[src/rtl/maze_pkg.sv]
// Shared types, keycodes, grid size and per-level spawn/goal tables for the
// maze walker.
package maze_pkg;

  localparam int GRID_W = 20;
  localparam int GRID_H = 15;

  localparam logic [7:0] KEY_W     = 8'h1A;
  localparam logic [7:0] KEY_S     = 8'h16;
  localparam logic [7:0] KEY_A     = 8'h04;
  localparam logic [7:0] KEY_D     = 8'h07;
  localparam logic [7:0] KEY_ENTER = 8'h28;

  typedef enum logic [2:0] {
    S_TITLE,
    S_LOAD,
    S_PLAY,
    S_ENC,
    S_WIN
  } state_t;

  typedef struct packed {
    logic [4:0] x;
    logic [3:0] y;
  } cell_t;

  // Where the player appears when a level is loaded.
  function automatic cell_t spawn_of(input logic [2:0] lvl);
    cell_t c;
    case (lvl)
      3'd1:    c = '{x: 5'd0, y: 4'd2};
      3'd2:    c = '{x: 5'd0, y: 4'd3};
      default: c = '{x: 5'd0, y: 4'd0};
    endcase
    return c;
  endfunction

  // Cell that completes a level.
  function automatic cell_t goal_of(input logic [2:0] lvl);
    cell_t c;
    case (lvl)
      3'd1:    c = '{x: 5'd19, y: 4'd2};
      3'd2:    c = '{x: 5'd2,  y: 4'd13};
      default: c = '{x: 5'd19, y: 4'd14};
    endcase
    return c;
  endfunction

  // Column 0 sits in the MSB of its row, so the bit index runs backwards in x.
  function automatic logic [8:0] cell_bit(input logic [4:0] x, input logic [3:0] y);
    return 9'(y) * 9'd20 + 9'd19 - 9'(x);
  endfunction

  function automatic logic is_dir(input logic [7:0] k);
    return (k == KEY_W) || (k == KEY_S) || (k == KEY_A) || (k == KEY_D);
  endfunction

endpackage

[src/rtl/maze_walker_if.sv]
// Bundle between the walker and the rest of the game: key/tick/map in,
// level index, encounter flag and player position out.
interface maze_walker_if;
  logic         move_tick;
  logic [7:0]   keycode;
  logic [299:0] C_map;
  logic [2:0]   count;
  logic         E_STATE;
  logic [4:0]   player_x;
  logic [3:0]   player_y;
  logic         level_done;

  modport master (
    output move_tick, keycode, C_map,
    input  count, E_STATE, player_x, player_y, level_done
  );

  modport slave (
    input  move_tick, keycode, C_map,
    output count, E_STATE, player_x, player_y, level_done
  );
endinterface

[src/rtl/map_probe.sv]
// Combinational wall/edge test for a candidate target cell. The target comes
// in as signed values so that stepping left from column 0 or up from row 0
// shows up as negative instead of wrapping.
module map_probe
  import maze_pkg::*;
(
  input  logic [299:0]      c_map_i,
  input  logic signed [5:0] tx_i,
  input  logic signed [4:0] ty_i,
  output logic              blocked_o
);

  localparam logic signed [5:0] W_S = 6'(GRID_W);
  localparam logic signed [4:0] H_S = 5'(GRID_H);

  logic       on_grid;
  logic [8:0] idx;

  // Off-grid targets are blocked without looking at the map.
  always_comb begin
    on_grid   = (tx_i >= 6'sd0) && (tx_i < W_S) && (ty_i >= 5'sd0) && (ty_i < H_S);
    idx       = on_grid ? cell_bit(tx_i[4:0], ty_i[3:0]) : 9'd0;
    blocked_o = !on_grid || c_map_i[idx];
  end

endmodule

[src/rtl/maze_walker.sv]
// Game-state and player-movement controller: title/level/encounter/win
// sequencing, held-key move pacing, wall-checked movement and step-triggered
// encounters.
module maze_walker
  import maze_pkg::*;
#(
  parameter int MOVE_DIV  = 4,
  parameter int ENC_STEPS = 24
) (
  input logic          Clk,
  input logic          Reset_n,
  maze_walker_if.slave bus
);

  localparam int               DIV_W    = (MOVE_DIV > 1) ? $clog2(MOVE_DIV) : 1;
  localparam logic [DIV_W-1:0] DIV_LOAD = DIV_W'(MOVE_DIV - 1);
  localparam logic [4:0]       ENC_LIM  = 5'(ENC_STEPS);

  state_t            state_q;
  logic [2:0]        count_q;
  logic [4:0]        x_q;
  logic [3:0]        y_q;
  logic              enc_q;
  logic              done_q;
  logic [DIV_W-1:0]  div_q, div_d, div_eff;
  logic [4:0]        steps_q, steps_d;
  logic [7:0]        key_prev_q;

  logic              enter_edge;
  logic              dir_held;
  logic              try_move;
  logic              blocked;
  logic              at_goal;
  logic signed [5:0] tx;
  logic signed [4:0] ty;
  cell_t             spawn;
  cell_t             goal;

  assign enter_edge = (bus.keycode == KEY_ENTER) && (key_prev_q != KEY_ENTER);
  assign dir_held   = is_dir(bus.keycode);

  // Hold divider: a new or changed direction key starts from the preload so
  // its first tick moves at once; only PLAY lets it advance.
  always_comb begin
    // NOTE: every output of a combinational block gets a default first so no
    // path leaves it unassigned, which would infer a latch.
    div_eff  = (dir_held && (bus.keycode == key_prev_q)) ? div_q : DIV_LOAD;
    div_d    = DIV_LOAD;
    try_move = 1'b0;
    if ((state_q == S_PLAY) && dir_held) begin
      div_d = div_eff;
      if (bus.move_tick) begin
        if (div_eff == DIV_LOAD) begin
          try_move = 1'b1;
          div_d    = '0;
        end else begin
          div_d = div_eff + DIV_W'(1);
        end
      end
    end
  end

  // Candidate cell one step in the held direction, widened to catch -1.
  always_comb begin
    tx = $signed({1'b0, x_q});
    ty = $signed({1'b0, y_q});
    case (bus.keycode)
      KEY_W:   ty = ty - 5'sd1;
      KEY_S:   ty = ty + 5'sd1;
      KEY_A:   tx = tx - 6'sd1;
      KEY_D:   tx = tx + 6'sd1;
      default: ;
    endcase
  end

  map_probe u_probe (
    .c_map_i   (bus.C_map),
    .tx_i      (tx),
    .ty_i      (ty),
    .blocked_o (blocked)
  );

  // Level tables, goal match and the saturating step count.
  always_comb begin
    spawn   = spawn_of(count_q + 3'd1);
    goal    = goal_of(count_q);
    at_goal = (tx[4:0] == goal.x) && (ty[3:0] == goal.y);
    steps_d = (steps_q >= ENC_LIM) ? steps_q : steps_q + 5'd1;
  end

  // Game FSM with all outputs registered alongside the state.
  always_ff @(posedge Clk or negedge Reset_n) begin
    if (!Reset_n) begin
      state_q    <= S_TITLE;
      count_q    <= 3'd0;
      x_q        <= 5'd0;
      y_q        <= 4'd0;
      enc_q      <= 1'b0;
      done_q     <= 1'b0;
      div_q      <= DIV_LOAD;
      steps_q    <= 5'd0;
      key_prev_q <= 8'h00;
    end else begin
      // NOTE: sequential state uses non-blocking assignments so every
      // register samples pre-edge values regardless of statement order.
      key_prev_q <= bus.keycode;
      div_q      <= div_d;
      done_q     <= 1'b0;
      case (state_q)
        S_TITLE: if (enter_edge) state_q <= S_LOAD;
        S_LOAD: begin
          count_q <= count_q + 3'd1;
          x_q     <= spawn.x;
          y_q     <= spawn.y;
          steps_q <= 5'd0;
          state_q <= S_PLAY;
        end
        S_PLAY: begin
          if (try_move && !blocked) begin
            x_q     <= tx[4:0];
            y_q     <= ty[3:0];
            steps_q <= steps_d;
            if (at_goal) begin
              done_q <= 1'b1;
              if (count_q < 3'd3) begin
                state_q <= S_LOAD;
              end else begin
                state_q <= S_WIN;
                count_q <= 3'd4;
              end
            end else if (steps_d == ENC_LIM) begin
              state_q <= S_ENC;
              enc_q   <= 1'b1;
            end
          end
        end
        S_ENC: begin
          if (enter_edge) begin
            state_q <= S_PLAY;
            enc_q   <= 1'b0;
            steps_q <= 5'd0;
          end
        end
        S_WIN: begin
          if (enter_edge) begin
            state_q <= S_TITLE;
            count_q <= 3'd0;
          end
        end
        default: state_q <= S_TITLE;
      endcase
    end
  end

  assign bus.count      = count_q;
  assign bus.E_STATE    = enc_q;
  assign bus.player_x   = x_q;
  assign bus.player_y   = y_q;
  assign bus.level_done = done_q;

endmodule

[src/flat_wrapper.sv]
// flat-port wrapper written by rule: the top's interface ports become plain ports
module maze_walker_flat import maze_pkg::*;
#(
  parameter int MOVE_DIV  = 4,
  parameter int ENC_STEPS = 24
)
  (Clk, Reset_n, bus_move_tick, bus_keycode, bus_C_map, bus_count, bus_E_STATE, bus_player_x, bus_player_y, bus_level_done);
  maze_walker_if bus_i ();
  input logic Clk;
  input logic Reset_n;
  input wire logic [$bits(bus_i.move_tick)-1:0] bus_move_tick;
  input wire logic [$bits(bus_i.keycode)-1:0] bus_keycode;
  input wire logic [$bits(bus_i.C_map)-1:0] bus_C_map;
  output wire logic [$bits(bus_i.count)-1:0] bus_count;
  output wire logic [$bits(bus_i.E_STATE)-1:0] bus_E_STATE;
  output wire logic [$bits(bus_i.player_x)-1:0] bus_player_x;
  output wire logic [$bits(bus_i.player_y)-1:0] bus_player_y;
  output wire logic [$bits(bus_i.level_done)-1:0] bus_level_done;
  assign bus_i.move_tick = bus_move_tick;
  assign bus_i.keycode = bus_keycode;
  assign bus_i.C_map = bus_C_map;
  assign bus_count = bus_i.count;
  assign bus_E_STATE = bus_i.E_STATE;
  assign bus_player_x = bus_i.player_x;
  assign bus_player_y = bus_i.player_y;
  assign bus_level_done = bus_i.level_done;
  maze_walker #(.MOVE_DIV(MOVE_DIV), .ENC_STEPS(ENC_STEPS)) u_core (.Clk(Clk), .Reset_n(Reset_n), .bus(bus_i));
endmodule
[config.mk]
export PLATFORM = sky130hd
export DESIGN_NAME = maze_walker_flat
export DESIGN_NICKNAME = d
export VERILOG_FILES = /design/src/rtl/maze_pkg.sv /design/src/rtl/maze_walker_if.sv /design/src/rtl/map_probe.sv /design/src/rtl/maze_walker.sv /design/src/flat_wrapper.sv
export SDC_FILE = /design/constraint.sdc
export NUM_CORES = 1
export LEC_CHECK = 0
export ABC_AREA = 1
export CORE_AREA = 2 2 126 128
export CTS_CLUSTER_DIAMETER = 200
export DETAILED_ROUTE_END_ITERATION = 8
export DIE_AREA = 0 0 128 130
export PLACE_DENSITY = 0.95
export RECOVER_POWER = 100
export SYNTH_ARGS = -nofsm -noshare
export SYNTH_HDL_FRONTEND = slang
export SYNTH_SLANG_ARGS = --single-unit
[constraint.sdc]
create_clock -name Clk -period 6 [get_ports Clk]
set_input_delay 0.9 -clock Clk [delete_from_list [all_inputs] [get_ports Clk]]
set_output_delay 0.9 -clock Clk [all_outputs]
set_load 0.02 [all_outputs]
==> run_summary.xml <==
<?xml version="1.0" encoding="UTF-8"?>
<metrics>
  <group name="detailed_routing">
    <metric name="wl_met2" unit="um">13500</metric>
    <metric name="num_vias" unit="">9461</metric>
    <metric name="detail_route.drc_violations" unit="">0</metric>
    <metric name="route.final.wire_length" unit="um">27480</metric>
    <metric name="wl_met3" unit="um">2478</metric>
    <metric name="top_layer" unit="">met4</metric>
    <metric name="detailedRoute.firstPassIterationCount" unit="">5</metric>
    <metric name="drt-met1-wl" unit="um">10670</metric>
    <metric name="routedWlPerCell" unit="um">15.31</metric>
    <metric name="drt-initial-drc-count" unit="">806</metric>
    <metric name="drt.antenna.violating_nets" unit="">0</metric>
    <metric name="vias_per_cell" unit="">5.271</metric>
  </group>
  <group name="layout">
    <metric name="layout.cells.non_filler" unit="">1795</metric>
    <metric name="design.final.nets" unit="">1943</metric>
    <metric name="area_added_between_synthesis_and_finish" unit="%">53.54</metric>
    <metric name="finish.instance_area" unit="um2">10410</metric>
    <metric name="nFillCells" unit="">1380</metric>
    <metric name="final_core_utilization" unit="">0.6750</metric>
    <metric name="layout-drive-gt1-share" unit="">0.05056</metric>
  </group>
  <group name="hold_path">
    <metric name="worst_hold_path_type" unit="">register to register</metric>
    <metric name="hold_path_startpoint" unit="">u_core.bus.E_STATE$_DFFE_PN0P_</metric>
  </group>
  <group name="setup_path">
    <metric name="worst-endpoint-arrival" unit="ns">5.77</metric>
    <metric name="critPathRequiredTime" unit="ns">6.22</metric>
    <metric name="crit_path_capture_type" unit="">register</metric>
    <metric name="critical_path_class" unit="">primary input to register</metric>
    <metric name="cp_common_cell" unit="">nand2_1</metric>
    <metric name="largest_driver_fanout_on_the_critical_path" unit="">12</metric>
    <metric name="timing.critical_path.slowest_cell_delay" unit="ns">0.65</metric>
    <metric name="cpMaxStageDelayCell" unit="">dlygate4sd3_1</metric>
    <metric name="r2r_start" unit="">u_core.bus.player_y[0]$_DFFE_PN0P_</metric>
    <metric name="crit_start" unit="">bus_keycode[1]</metric>
    <metric name="worstSetupStartpointType" unit="">primary input</metric>
  </group>
  <group name="clock_tree">
    <metric name="cts_inserted_buffers" unit="">5</metric>
    <metric name="insertion_delay" unit="ns">0.28</metric>
    <metric name="tritoncts" unit="">done</metric>
    <metric name="clk_pin_slew_worst_paths" unit="ns">0.05</metric>
    <metric name="number_of_setup_buffers_added_after_cts" unit="">0</metric>
    <metric name="clock_sink_count" unit="">32</metric>
    <metric name="cts_root_buf" unit="">clkbuf_16</metric>
    <metric name="clock_tree.htree_level_count" unit="">2</metric>
    <metric name="clock_path_buffers" unit="">2</metric>
  </group>
  <group name="pwr">
    <metric name="share_clk_of_total_power" unit="">0.117</metric>
    <metric name="power.static_leakage" unit="uW">0.005550</metric>
    <metric name="power_per_cell_area" unit="nW/um2">207.7</metric>
    <metric name="power.combinational.fraction" unit="">0.747</metric>
    <metric name="cellInternalPower" unit="uW">1096</metric>
    <metric name="p_sw" unit="uW">1066</metric>
    <metric name="power_frac_seq" unit="">0.136</metric>
    <metric name="ir_drop" unit="V">0.0002604</metric>
    <metric name="power.share.switching" unit="">0.4930</metric>
  </group>
  <group name="placement">
    <metric name="place_inst" unit="">1786</metric>
    <metric name="place.gp.congestion" unit="">0.9256</metric>
    <metric name="post_dp_cell_area" unit="um2">10260</metric>
    <metric name="hpwl" unit="um">21750</metric>
    <metric name="place.port_buffers" unit="">324</metric>
  </group>
  <group name="synthesis">
    <metric name="number_of_flops_mapped_to_enable_cells_by_yosys" unit="">0</metric>
    <metric name="syn-instance-count" unit="">1310</metric>
    <metric name="synth_cell_type_count" unit="">43</metric>
    <metric name="ys_ff_latch" unit="">32</metric>
    <metric name="syn_area" unit="um2">6782</metric>
    <metric name="ys_warnings" unit="">0</metric>
    <metric name="synth-async-reset-ratio" unit="">1.000</metric>
    <metric name="synth_area_per_cell" unit="um2">5.177</metric>
    <metric name="proportion_of_synthesized_chip_area_in_sequential_cells" unit="">0.1185</metric>
    <metric name="synth_fp_nets" unit="">1652</metric>
    <metric name="synth_flop_cell" unit="">dfrtp_1</metric>
  </group>
  <group name="sta">
    <metric name="finalWorstPathRequiredPeriod" unit="ns">5.555</metric>
    <metric name="slew_viol_final" unit="">33</metric>
    <metric name="hold_viol_final" unit="">0</metric>
    <metric name="final.setup.tns" unit="ns">0</metric>
    <metric name="period_share" unit="">0.9259</metric>
    <metric name="worst_pin_slew" unit="ns">1.758</metric>
    <metric name="setup_viol" unit="">0</metric>
    <metric name="clock-skew-final" unit="ns">0.002906</metric>
    <metric name="rsz0062_at_grt" unit="">no</metric>
    <metric name="timing.slew.headroom" unit="">-0.1720</metric>
    <metric name="maxClockFrequency" unit="MHz">180.0</metric>
  </group>
  <group name="floorplan">
    <metric name="core_region_area" unit="um2">15420</metric>
    <metric name="row_count" unit="">46</metric>
    <metric name="io-pin-count" unit="">325</metric>
    <metric name="floorplan.die.width" unit="um">128</metric>
    <metric name="fp.dieArea" unit="um2">16640</metric>
    <metric name="start_util" unit="">0.4396</metric>
    <metric name="overall_die_height" unit="um">130</metric>
  </group>
  <group name="global_route">
    <metric name="global_route.usage.total" unit="">0.3159</metric>
    <metric name="number_of_global_route_vias_before_repair" unit="">8806</metric>
    <metric name="antenna_found_initial" unit="">1</metric>
    <metric name="grt_remaining_overflow" unit="">0</metric>
    <metric name="grt_max_degree" unit="">65</metric>
    <metric name="grt_first_pass_wirelength" unit="um">42790</metric>
  </group>
  <group name="flow_run">
    <metric name="cap_violations" unit="">1</metric>
  </group>
  <group name="outcome">
    <metric name="status" unit="">complete, but fails checks</metric>
    <metric name="failed_checks" unit="">max-capacitance violations, max-slew violations</metric>
  </group>
</metrics>
## cell usage after synthesis, types with 9 or more instances
master	count	area, um2
clkbuf_1	17	63.81
nor2_1	55	206.5
o21ai_1	13	65.06
nand2_1	413	1550
dfrtp_1	30	750.7
inv_2	12	45.04
buf_2	38	190.2
ha_1	27	337.8
nand3_1	276	1381
xnor2_1	9	78.83
nand4_1	35	219.0
o21ai_0	15	75.07
a21oi_1	23	115.1
inv_1	266	998.5
or2_2	9	56.30
## critical path: cells and delay by family
family                     cells  cell delay [ns]
xor gates and xnor gates       2             0.35
AOI/OAI and AO/OA              4             0.55
adders and majority gates      5             1.64
buffers and inverters          5             1.02
and+or+nand+nor               13             1.31
## layout make-up
| class | instances | area, um2 | area share |
|---|---|---|---|
| multi-input cells | 932 | 4628 | 0.4445 |
| repair buffers | 351 | 3542 | 0.3402 |
| inverters | 279 | 1047 | 0.1006 |
| flip-flops and latches | 32 | 803.3 | 0.07714 |
| well taps | 192 | 240.2 | 0.02307 |
| clock buffers | 6 | 138.9 | 0.01334 |
| clock inverters | 2 | 10.01 | 0.0009613 |
| diodes | 1 | 2.502 | 0.0002403 |
## power groups by stage
stage	Clock [uW]	Sequential [uW]	Combinational (uW)
after detailed placement	0	295	1600
after global placement	0	295	1580
after CTS	255	293	1610
after floorplan	0	307	982
after global routing	262	300	1800
final	253	293	1620
## sequential cells by signal (all words and copies together), names as in the netlist
register	count
u_core.key_prev_q	8
u_core.bus.player_x	5
u_core.steps_q	5
u_core.bus.player_y	4
u_core.bus.count	3
u_core.state_q	3
u_core.div_q	2
u_core.bus.E_STATE	1
u_core.bus.level_done	1
## metal layers
| layer | track usage | up-vias |
|---|---|---|
| met5 | 0 | - |
| met4 | 0.08920 | 0 |
| met3 | 0.05289 | 74 |
| met2 | 0.5788 | 448 |
| met1 | 0.3822 | 4285 |
| li1 | - | 4654 |
## kinds of logic after synthesis
| group | Yosys count | synth area share |
|---|---|---|
| AO/OA/AOI/OAI | 70 | 0.06070 |
| buffers and inverters | 346 | 0.2063 |
| adder cells (fa/ha/maj) | 31 | 0.06162 |
| AND/OR/NAND/NOR | 815 | 0.5323 |
| flip-flops | 32 | 0.1185 |
| XOR/XNOR | 16 | 0.02067 |
## stage by stage
stage | worst slack [ns] | total power, uW | hold slack (ns)
after global routing | 0.04328 | 2358 | 0.5283
after floorplan | 1.114 | 1289 | 0.4675
after CTS | 0.4065 | 2163 | 0.4935
final | 0.4448 | 2162 | 0.4854
after global placement | 0.2967 | 1872 | 0.4815
after detailed placement | 0.1136 | 1900 | 0.4701
## placed cells by master, fill, tap and decap left out, types with 18 or more instances in the layout
cell             netlist  final
a21oi_1               23     23
buf_4                  8     18
clkdlybuf4s50_1        0    305
dfrtp_1               30     30
dlygate4sd3_1          0     19
ha_1                  27     27
inv_1                266    266
nand2_1              413    412
nand3_1              276    275
nand4_1               35     35
nor2_1                55     55
## final timing paths
check / end / cells after the start / slack, ns
min reg2reg: u_core.bus.E_STATE$_DFFE_PN0P_ / 2 / 0.49
min in group asynchronous: u_core.bus.count[1]$_DFFE_PN0P_ / 2 / 1.63
max in group asynchronous: u_core.bus.player_y[3]$_DFFE_PN0P_ / 2 / 3.36
max reg2reg: u_core.bus.player_x[2]$_DFFE_PN0P_ / 23 / 1.58
max: u_core.bus.player_x[2]$_DFFE_PN0P_ / 29 / 0.44
min: u_core.bus.E_STATE$_DFFE_PN0P_ / 2 / 0.49
## timing repair
item                                   in CTS  in global routing
resized for setup                           0                  2
endpoints found under the hold margin       0                  0
setup endpoints to repair                   0                  9
hold buffers                                0                  0
Note: power is estimated with default switching activity, not from simulation.
